<file path="src/rtl/wb_fwd_match.sv">
`default_nettype none
// ============================================================================
// Module      : wb_fwd_match
// Description : Finds the youngest occupied queue entry whose rd matches src.
// Revision    : 1.0 - initial release
// ============================================================================
module wb_fwd_match #(
    parameter int DEPTH  = 4,
    parameter int ADDR_W = 6,
    parameter int DATA_W = 32
) (
    input  logic [ADDR_W-1:0]         src_i,
    input  logic [DEPTH*ADDR_W-1:0]   rd_flat_i,
    input  logic [DEPTH*DATA_W-1:0]   data_flat_i,
    input  logic [$clog2(DEPTH)-1:0]  head_i,
    input  logic [$clog2(DEPTH):0]    count_i,
    output logic                      hit_o,
    output logic [DATA_W-1:0]         data_o
);

    localparam int PTR_W = $clog2(DEPTH);
    localparam int CNT_W = PTR_W + 1;

    logic [PTR_W-1:0] w_idx;

    // Walk from oldest to youngest so the last match seen is the youngest.
    always_comb begin
        hit_o  = 1'b0;
        data_o = '0;
        w_idx  = '0;
        for (int k = 0; k < DEPTH; k++) begin
            w_idx = head_i + PTR_W'(k);
            if ((CNT_W'(k) < count_i) &&
                (rd_flat_i[w_idx*ADDR_W +: ADDR_W] == src_i)) begin
                hit_o  = 1'b1;
                data_o = data_flat_i[w_idx*DATA_W +: DATA_W];
            end
        end
    end

endmodule
`default_nettype wire

</file>
<file path="src/rtl/regfile_wb_queue.sv">
`default_nettype none
// ============================================================================
// Module      : regfile_wb_queue
// Description : In-order write-back queue feeding the register file write port
//               with rs/rt forwarding from pending entries.
// Revision    : 1.0 - initial release
// ============================================================================
module regfile_wb_queue #(
    parameter int DEPTH  = 4,
    parameter int ADDR_W = 6,
    parameter int DATA_W = 32
) (
    input  logic                     clk,
    input  logic                     rst,
    input  logic                     in_valid,
    output logic                     in_ready,
    input  logic [ADDR_W-1:0]        in_rd,
    input  logic [DATA_W-1:0]        in_data,
    input  logic                     wb_en,
    output logic                     wb_wrt,
    output logic [ADDR_W-1:0]        wb_rd,
    output logic [DATA_W-1:0]        wb_data,
    input  logic [ADDR_W-1:0]        rs,
    input  logic [ADDR_W-1:0]        rt,
    output logic                     rs_hit,
    output logic [DATA_W-1:0]        rs_fwd,
    output logic                     rt_hit,
    output logic [DATA_W-1:0]        rt_fwd,
    output logic [$clog2(DEPTH):0]   count
);

    localparam int PTR_W = $clog2(DEPTH);
    localparam int CNT_W = PTR_W + 1;

    logic [ADDR_W-1:0]        mem_rd_q   [DEPTH];
    logic [DATA_W-1:0]        mem_data_q [DEPTH];
    logic [PTR_W-1:0]         head_q, head_d;
    logic [PTR_W-1:0]         tail_q, tail_d;
    logic [CNT_W-1:0]         count_q, count_d;

    logic                     w_push;
    logic                     w_pop;
    logic [DEPTH*ADDR_W-1:0]  w_rd_flat;
    logic [DATA_W*DEPTH-1:0]  w_data_flat;

    assign wb_wrt   = (count_q != '0) && wb_en && !rst;
    // A full queue still accepts when its head drains in the same cycle.
    assign in_ready = !rst && ((count_q != CNT_W'(DEPTH)) || wb_wrt);
    assign w_push   = in_valid && in_ready;
    assign w_pop    = wb_wrt;

    assign wb_rd    = mem_rd_q[head_q];
    assign wb_data  = mem_data_q[head_q];
    assign count    = count_q;

    always_comb begin
        head_d  = head_q;
        tail_d  = tail_q;
        count_d = count_q;
        if (w_pop) begin
            head_d = head_q + 1'b1;
        end
        if (w_push) begin
            tail_d = tail_q + 1'b1;
        end
        case ({w_push, w_pop})
            2'b10:   count_d = count_q + 1'b1;
            2'b01:   count_d = count_q - 1'b1;
            default: count_d = count_q;
        endcase
    end

    always_ff @(posedge clk) begin
        if (rst) begin
            head_q  <= '0;
            tail_q  <= '0;
            count_q <= '0;
        end else begin
            head_q  <= head_d;
            tail_q  <= tail_d;
            count_q <= count_d;
        end
    end

    always_ff @(posedge clk) begin
        if (w_push) begin
            mem_rd_q[tail_q]   <= in_rd;
            mem_data_q[tail_q] <= in_data;
        end
    end

    generate
        for (genvar g = 0; g < DEPTH; g++) begin : g_flat
            assign w_rd_flat[g*ADDR_W +: ADDR_W]   = mem_rd_q[g];
            assign w_data_flat[g*DATA_W +: DATA_W] = mem_data_q[g];
        end
    endgenerate

    wb_fwd_match #(
        .DEPTH  (DEPTH),
        .ADDR_W (ADDR_W),
        .DATA_W (DATA_W)
    ) u_fwd_rs (
        .src_i       (rs),
        .rd_flat_i   (w_rd_flat),
        .data_flat_i (w_data_flat),
        .head_i      (head_q),
        .count_i     (count_q),
        .hit_o       (rs_hit),
        .data_o      (rs_fwd)
    );

    wb_fwd_match #(
        .DEPTH  (DEPTH),
        .ADDR_W (ADDR_W),
        .DATA_W (DATA_W)
    ) u_fwd_rt (
        .src_i       (rt),
        .rd_flat_i   (w_rd_flat),
        .data_flat_i (w_data_flat),
        .head_i      (head_q),
        .count_i     (count_q),
        .hit_o       (rt_hit),
        .data_o      (rt_fwd)
    );

endmodule
`default_nettype wire

</file>
<file path="config.mk">
export PLATFORM = sky130hd
export DESIGN_NAME = regfile_wb_queue
export DESIGN_NICKNAME = d
export VERILOG_FILES = /design/src/rtl/wb_fwd_match.sv /design/src/rtl/regfile_wb_queue.sv
export SDC_FILE = /design/constraint.sdc
export NUM_CORES = 1
export LEC_CHECK = 0
export ABC_AREA = 1
export CORE_ASPECT_RATIO = 0.5
export CORE_MARGIN = 2
export CORE_UTILIZATION = 55
export CTS_CLUSTER_SIZE = 20
export DETAILED_ROUTE_END_ITERATION = 8
export GPL_ROUTABILITY_DRIVEN = 0
export PLACE_DENSITY = 0.79
export SYNTH_ARGS = -nofsm -noshare
export SYNTH_HDL_FRONTEND = slang
export SYNTH_SLANG_ARGS = --single-unit
</file>
<file path="constraint.sdc">
create_clock -name clk -period 7 [get_ports clk]
set_input_delay 1.4 -clock clk [delete_from_list [all_inputs] [get_ports clk]]
set_output_delay 1.4 -clock clk [all_outputs]
set_load 0.005 [all_outputs]
</file>
== After elaboration in Yosys (flattened, before gate mapping) ==
Memory sizes are Yosys's and may differ from the RTL's. A register that Yosys moved wholly into a read port is not among the register bits.
Index checks and enable logic that the tools add are counted.

* Bits in registers: 7
* Memory bits (writable): 152
* Input bits: 54
* Output and inout bits: 109
* Logic and storage cells: 77
* Memories kept: 2

{| class="wikitable"
|+ Memories
! memory !! depth !! bits a word !! read ports !! clocked after Yosys merged registers in !! write ports !! line !! source
|-
| mem_data_q || 4 || 32 || 5 || 1 || 1 || regfile_wb_queue.sv:36 || <nowiki>logic [DATA_W-1:0] mem_data_q [DEPTH];</nowiki>
|-
| mem_rd_q || 4 || 6 || 5 || 1 || 1 || regfile_wb_queue.sv:35 || <nowiki>logic [ADDR_W-1:0] mem_rd_q [DEPTH];</nowiki>
|}

* Add/sub/neg operators: 6
* Multipliers: 4
* $lt $le $gt $ge: 4
* Eq/ne operators: 11
* Shifts and indexed selects: 8
* Muxes and demuxes: 23
* Reductions and logical operators: 16

{| class="wikitable"
|+ Operators by type and width
! operator !! number
|-
| 128-bit by 8-bit indexed part select with 32-bit output || 4
|-
| 32-bit 2-to-1 mux || 8
|-
| 24-bit by 6-bit indexed part select with 6-bit output || 4
|-
| 6-bit equality test || 8
|-
| 2-bit by 2-bit multiplier with 4-bit output (second input constant) || 4
|-
| 1-bit logical AND || 12
|-
| 1-bit 2-to-1 mux || 10
|-
| 2-bit 2-to-1 mux || 4
|-
| 1-bit by 3-bit less-than comparator with 1-bit output (first input constant) || 2
|-
| 2-bit by 3-bit less-than comparator with 1-bit output (first input constant) || 2
|-
| 3-bit case mux with 2 select lines || 1
|-
| 2-bit by 1-bit adder with 2-bit output (second input constant) || 2
|-
| 2-bit adder (second input constant) || 2
|-
| 3-bit by 1-bit adder with 3-bit output (second input constant) || 1
|-
| 3-bit != test (second input constant) || 1
|-
| 3-bit nonzero test || 1
|-
| 3-bit by 1-bit subtractor with 3-bit output (second input constant) || 1
|-
| 2-bit by 1-bit equality test with 1-bit output (second input constant) || 1
|-
| 2-bit equality test (second input constant) || 1
|-
| 2-bit nonzero test || 1
|-
| 1-bit zero test || 1
|-
| 1-bit logical OR || 1
|}

== Depth between registers and ports, before layout ==
* Word-level depth: 8
* Mapped depth: 19
* Gate-level depth less buffers: 16

== Cells and area by module ==
From an unflattened synthesis, not the netlist that was laid out.

* Cell total of the unflattened synthesis: 2699
* Area, all modules: 17197.7 um^2

{| class="wikitable"
|+ By module, submodules not included
! module !! instances !! cells an instance !! area an instance (um^2)
|-
| wb_fwd_match || 2 || 1129 || 5527.8
|-
| regfile_wb_queue || 1 || 441 || 6142.1
|}

== Worst setup path before layout ==
No wires, ideal clock.

* Path kind: input to register
* Start: input wb_en
* End: memory mem_data_q[0][0] (enable)
* Library setup time: 0.433 ns
* Arrival: 3.458 ns
* Data required time: 6.567 ns
* Path slack: 3.108 ns
* Cell stages on the path: 4
* Cells stage by stage: inv_1 a31oi_1 nand2_1 nor2_1

* Longest elaborated chain between the ends: 7

{| class="wikitable"
|+ Ends and longest elaborated chain
! item !! line !! source
|-
| from (decl) || regfile_wb_queue.sv:19 || <nowiki>input logic wb_en,</nowiki>
|-
| 1-bit logical AND (2 in series) || regfile_wb_queue.sv:46 || <nowiki>assign wb_wrt = (count_q != '0) && wb_en && !rst;</nowiki>
|-
| 1-bit logical OR || regfile_wb_queue.sv:48 || <nowiki>assign in_ready = !rst && ((count_q != CNT_W'(DEPTH)) || wb_wrt);</nowiki>
|-
| 1-bit logical AND || regfile_wb_queue.sv:48 ||
|-
| named net in_ready || regfile_wb_queue.sv:16 || <nowiki>output logic in_ready,</nowiki>
|-
| 1-bit logical AND || regfile_wb_queue.sv:49 || <nowiki>assign w_push = in_valid && in_ready;</nowiki>
|-
| 1-bit 2-to-1 mux || regfile_wb_queue.sv:86 || <nowiki>if (w_push) begin</nowiki>
|-
| 1-bit 2-to-1 mux (implied by the code) || regfile_wb_queue.sv:88 || <nowiki>mem_data_q[tail_q] <= in_data;</nowiki>
|-
| to (decl) || regfile_wb_queue.sv:36 ||
|}

The timed path passes the listed nets, and every way through them passes these cells.

== Worst setup path in the final report ==
* Start: register head_q[1]
* End: output rt_fwd[5]

* Longest elaborated chain between the ends: 8
* Elaborated cells on any way between the ends: 27
* Classes of those cells: 3 x add/sub; 4 x mul; 4 x eq/ne; 8 x shift; 4 x mux; 4 x reduce/logical

{| class="wikitable"
|+ Ends and longest elaborated chain
! item !! line !! source
|-
| from (decl) || regfile_wb_queue.sv:37 || <nowiki>logic [PTR_W-1:0] head_q, head_d;</nowiki>
|-
| from (signal assigned) || regfile_wb_queue.sv:75 || <nowiki>head_q <= '0;</nowiki>
|-
| from (signal assigned) || regfile_wb_queue.sv:79 || <nowiki>head_q <= head_d;</nowiki>
|-
| 2-bit by 1-bit adder with 2-bit output or 2-bit by 2-bit multiplier with 4-bit output (tied branches) || wb_fwd_match.sv:32, wb_fwd_match.sv:34 ||
|-
| 2-bit by 2-bit multiplier with 4-bit output or 24-bit by 6-bit indexed part select with 6-bit output (tied branches) || wb_fwd_match.sv:34 || <nowiki>(rd_flat_i[w_idx*ADDR_W +: ADDR_W] == src_i)) begin</nowiki>
|-
| 24-bit by 6-bit indexed part select with 6-bit output or 6-bit equality test (tied branches) || wb_fwd_match.sv:34 ||
|-
| 6-bit equality test or 1-bit logical AND (tied branches) || wb_fwd_match.sv:34, wb_fwd_match.sv:33 ||
|-
| 1-bit logical AND or 32-bit 2-to-1 mux (tied branches) || wb_fwd_match.sv:33 || <nowiki>if ((CNT_W'(k) < count_i) &&</nowiki>
|-
| 32-bit 2-to-1 mux (2 in series) || wb_fwd_match.sv:33 ||
|-
| 32-bit 2-to-1 mux (*) || wb_fwd_match.sv:33 ||
|-
| to (decl) || regfile_wb_queue.sv:28 || <nowiki>output logic [DATA_W-1:0] rt_fwd,</nowiki>
|}

Mark *: on every way between the ends. The rest lies on a longest branch, timed or not.

==> Flow_metrics.wiki <==
{| class="wikitable"
! Metric !! Value
|-
| Boundary Pins || 163
|-
| Pre-Repair DR Iteration Count || 9
|-
| Die Outline Area || 25900 sq um
|-
| Leakage power || 0.00697 uW
|-
| Number of setup buffers added after CTS || 0
|-
| Capturing point of the worst reg2reg path || mem_data_q[2][25]$_DFFE_PP_
|-
| Highest achievable clock rate || 0.161 GHz
|-
| Leading cell types by count after synthesis || 739 x nand2_1, 284 x nand3_1, 279 x o21ai_0
|-
| Worst clock skew || 0.00621 ns
|-
| Maximum number of pins on one net before global-route repair || 240
|-
| Launch instance of the worst register-to-register path || count[0]$_SDFFE_PP0P_
|-
| Cts-stage hold buffer count || 0
|-
| Distinct cell type count after synthesis || 33
|-
| Slew at the pin closest to its max-slew limit || 1.14 ns
|-
| Wire length of the first global-routing pass || 67.0 mm
|-
| Total via count after detailed routing || 14.7k
|-
| Clk sinks || 161
|-
| Overall die width || 225 microns
|-
| Final critical path time including I/O delays and setup || 6.23 ns
|-
| Clk_lat worst skew || 0.45 ns
|-
| Cell type with the highest occurrence count on the critical path || nand2_1
|-
| Worst Path Max Fanout || 99
|-
| Post-DP HPWL || 27.2 mm
|-
| Fraction of post-synthesis cell area in the top cell type by area || 33.8%
|-
| Ant. Diodes || 0
|-
| Post-synthesis cell type with the largest combined area || edfxtp_1
|-
| Critical path launch point type || flip-flop
|-
| Initial antenna violation count || 0
|-
| Hold/Removal Path Class || flip-flop to flip-flop
|-
| Clock transition at path regs || 0.06 ns
|-
| Number of H-tree levels || 4
|-
| Quantity of gates resized following cts || 0
|-
| Most frequently used cell type in the post-synthesis netlist || nand2_1
|-
| Final max-slew violation count || 0
|-
| Clock tree buffer depth || 2
|-
| Total clock buffers created by CTS || 17
|-
| Via count of the first global-routing pass || 12.8k
|-
| Pwr per Cell Area || 203 nW/um^2
|-
| Cell family with the largest share of critical-path delay || simple AND/OR/NAND/NOR gates
|-
| R2R Setup Slk || 4.43 ns
|-
| Data arrival, critical path || 4.83 ns
|-
| Share of the yosys chip area belonging to registers || 35.2%
|-
| Hold wc startpoint || tail_q[1]$_SDFFE_PP0P_
|-
| Setup TNS || 0 ns
|-
| Die Y || 115 microns
|-
| Number of design-rule violations left by the first detailed-router iteration || 1935
|-
| CP endpoint kind || primary output
|-
| Worst relative slew slack || 23.9%
|-
| Crit-path cells || buf_4 > clkinv_2 > buf_4 > nand2_1 > nand2_2 > nand3_1 > nand3_1 > nand2_1 > nand2_1 > nor2_2 > nand2_1 > buf_4 > nand3_1 > nand3_1 > nand2_1 > nand2_1 > clkdlybuf4s50_1
|-
| Result of the run || completed
|-
| Proportion of register bits with asynchronous set or reset after synthesis || 0%
|-
| Number of nets with antenna violations after detailed routing || 0
|-
| Utilization after layout || 65.0%
|-
| Slowest stage cell on the critical path || buf_4
|-
| Cell at the root of the clock tree || clkbuf_16
|-
| Placement Rows || 40
|-
| Number of max-cap violations || 0
|-
| Net Count, Synth || 2168
|-
| Fraction of the cycle the final worst path needs || 89.0%
|-
| Largest vdd supply drop || 154 uV
|-
| Starting density of the core || 56.1%
|-
| Fraction of final layout cells sized beyond drive strength 1 || 3.76%
|-
| Std-Cell Core Area || 24000 sq um
|-
| Startpoint-to-endpoint class of the critical path || flip-flop to primary output
|-
| Setup repair after global routing missed its margin || false
|-
| Top area cells in the synthesized netlist || edfxtp_1 34%, nand2_1 21%, nand3_1 11%, o21ai_0 10%, inv_1 6.1%
|-
| Combined area of all synthesized cells || 13500 sq um
|-
| Worst Hold Margin || 0.547 ns
|-
| Via-to-Cell Ratio || 5.88
|-
| Slowest Stage Delay on Critical Path || 0.64 ns
|-
| Flip-flop cell with the highest count after synthesis || edfxtp_1
|-
| Average wire per standard cell || 17.3 microns
|-
| Number of enable-type register cells in the synthesized netlist || 152
|-
| DRC errors left || 0
|-
| Endpoints failing hold || 0
|-
| Final setup violating endpoints || 0
|-
| Terminating pin of the worst hold path || tail_q[1]$_SDFFE_PP0P_
|-
| Number of port buffers || 162
|-
| Gate count of the mapped netlist || 2105
|-
| Total routing usage reported by global routing || 33.4%
|-
| Req. time, crit path || 5.60 ns
|-
| Buffers plus inverters on the worst setup path || 5
|-
| CTS tree || yes
|-
| Hold path depth || 2
|-
| Synth warnings || 0
|-
| Number of flip-flops and latches in the synthesized netlist || 161
|-
| Post-synthesis area per instance || 6.41 sq um
|-
| Net total in the final layout || 2232
|-
| Worst reg2reg path depth || 6
|-
| Area grow syn2layout || 15.7%
|-
| Grt total ovfl || 0
|-
| DRT Wirelength || 43.3 mm
|}
cell usage in the layout (no fill, tap or decap), drive strengths merged:
cell / instances
o22ai: 11
nand3: 286
and2: 1
xor2: 9
clkbuf: 19
nor3: 4
or2: 1
nand4: 35
clkinvlp: 1
ha: 9
a31oi: 1
o211ai: 2
o21ai: 310
buf: 28
inv: 224
dfxtp: 9
nand3b: 5
clkinv: 8
nand2: 741
clkdlybuf4s50: 162
nor2: 53
mux2i: 15
a21oi: 93
edfxtp: 152
routing by layer:
metal	wire (microns)	vias to the layer above	track usage, %	part of all wire [%]
li1	-	7083	-	-
met1	18600	6601	47.0	43
met2	18600	872	51.7	43
met3	4870	100	6.34	11
met4	1160	0	12.5	2.7
met5	0	-	0	0
per-stage QoR:
stage	instances	instance area (sq um)	setup slack [ns]	total power (uW)
after floorplan	2105	13500	3.11	1910
after global placement	2465	15100	1.43	2300
after detailed placement	2465	15100	1.41	2320
after CTS	2494	15600	0.924	3150
after global routing	2494	15600	0.466	3340
final	2494	15600	0.773	3170
layout make-up:
cell class	count	area, sq um
Clock buffer	19	433
Clock inverter	10	65.1
Fill cell	2200	8420
Inverter	223	841
Multi-Input combinational cell	1576	7280
Sequential cell	161	4750
Tap cell	315	394
Timing Repair Buffer	190	1840
state kept, by name, summed over array words and instances, names as in the netlist, named ones only:
register	count
count	3
mem_rd_q	24
tail_q	2
head_q	2
mem_data_q	128
kinds of logic (layout without fill, tap and decap cells):
| logic type | Yosys count | count (layout) | share of synthesized area, % |
|---|---|---|---|
| AOI/OAI and AO/OA | 417 | 417 | 15.7 |
| xor gates and xnor gates | 9 | 9 | 0.585 |
| adders and majority gates | 9 | 9 | 0.835 |
| buffers and inverters | 368 | 442 | 11.3 |
| DFF | 161 | 161 | 35.2 |
| muxes | 15 | 15 | 1.11 |
| and+or+nand+nor | 1126 | 1126 | 35.4 |
tightest hold or removal path, delay by kind of cell (launching register included):
| family | cells | cell delay [ns] |
|---|---|---|
| compound gates | 1 | 0.08 |
| flops | 1 | 0.32 |
| buf+inv | 1 | 0.10 |
how the worst max path moves through the flow:
stage	startpoint	endpoint	slack, ns	cells after the start
6_report	head_q[1]$_SDFFE_PP0P_	rt_fwd[5]	0.77	17
2_1_floorplan	wb_en	mem_data_q[0][0]$_DFFE_PP_	3.11	4
4_1_cts	head_q[1]$_SDFFE_PP0P_	rt_fwd[5]	0.92	17
5_1_grt	head_q[1]$_SDFFE_PP0P_	rt_fwd[5]	0.47	18
3_5_place_dp	head_q[1]$_SDFFE_PP0P_	rt_fwd[5]	1.41	17
3_3_place_gp	rs[3]	rs_fwd[3]	1.43	12
power by group:
part           switching [uW]  internal (uW)
Combinational             826            397
Sequential               29.0           1080
Clock                     393            445
No activity file was read; power rests on OpenSTA's default activity.
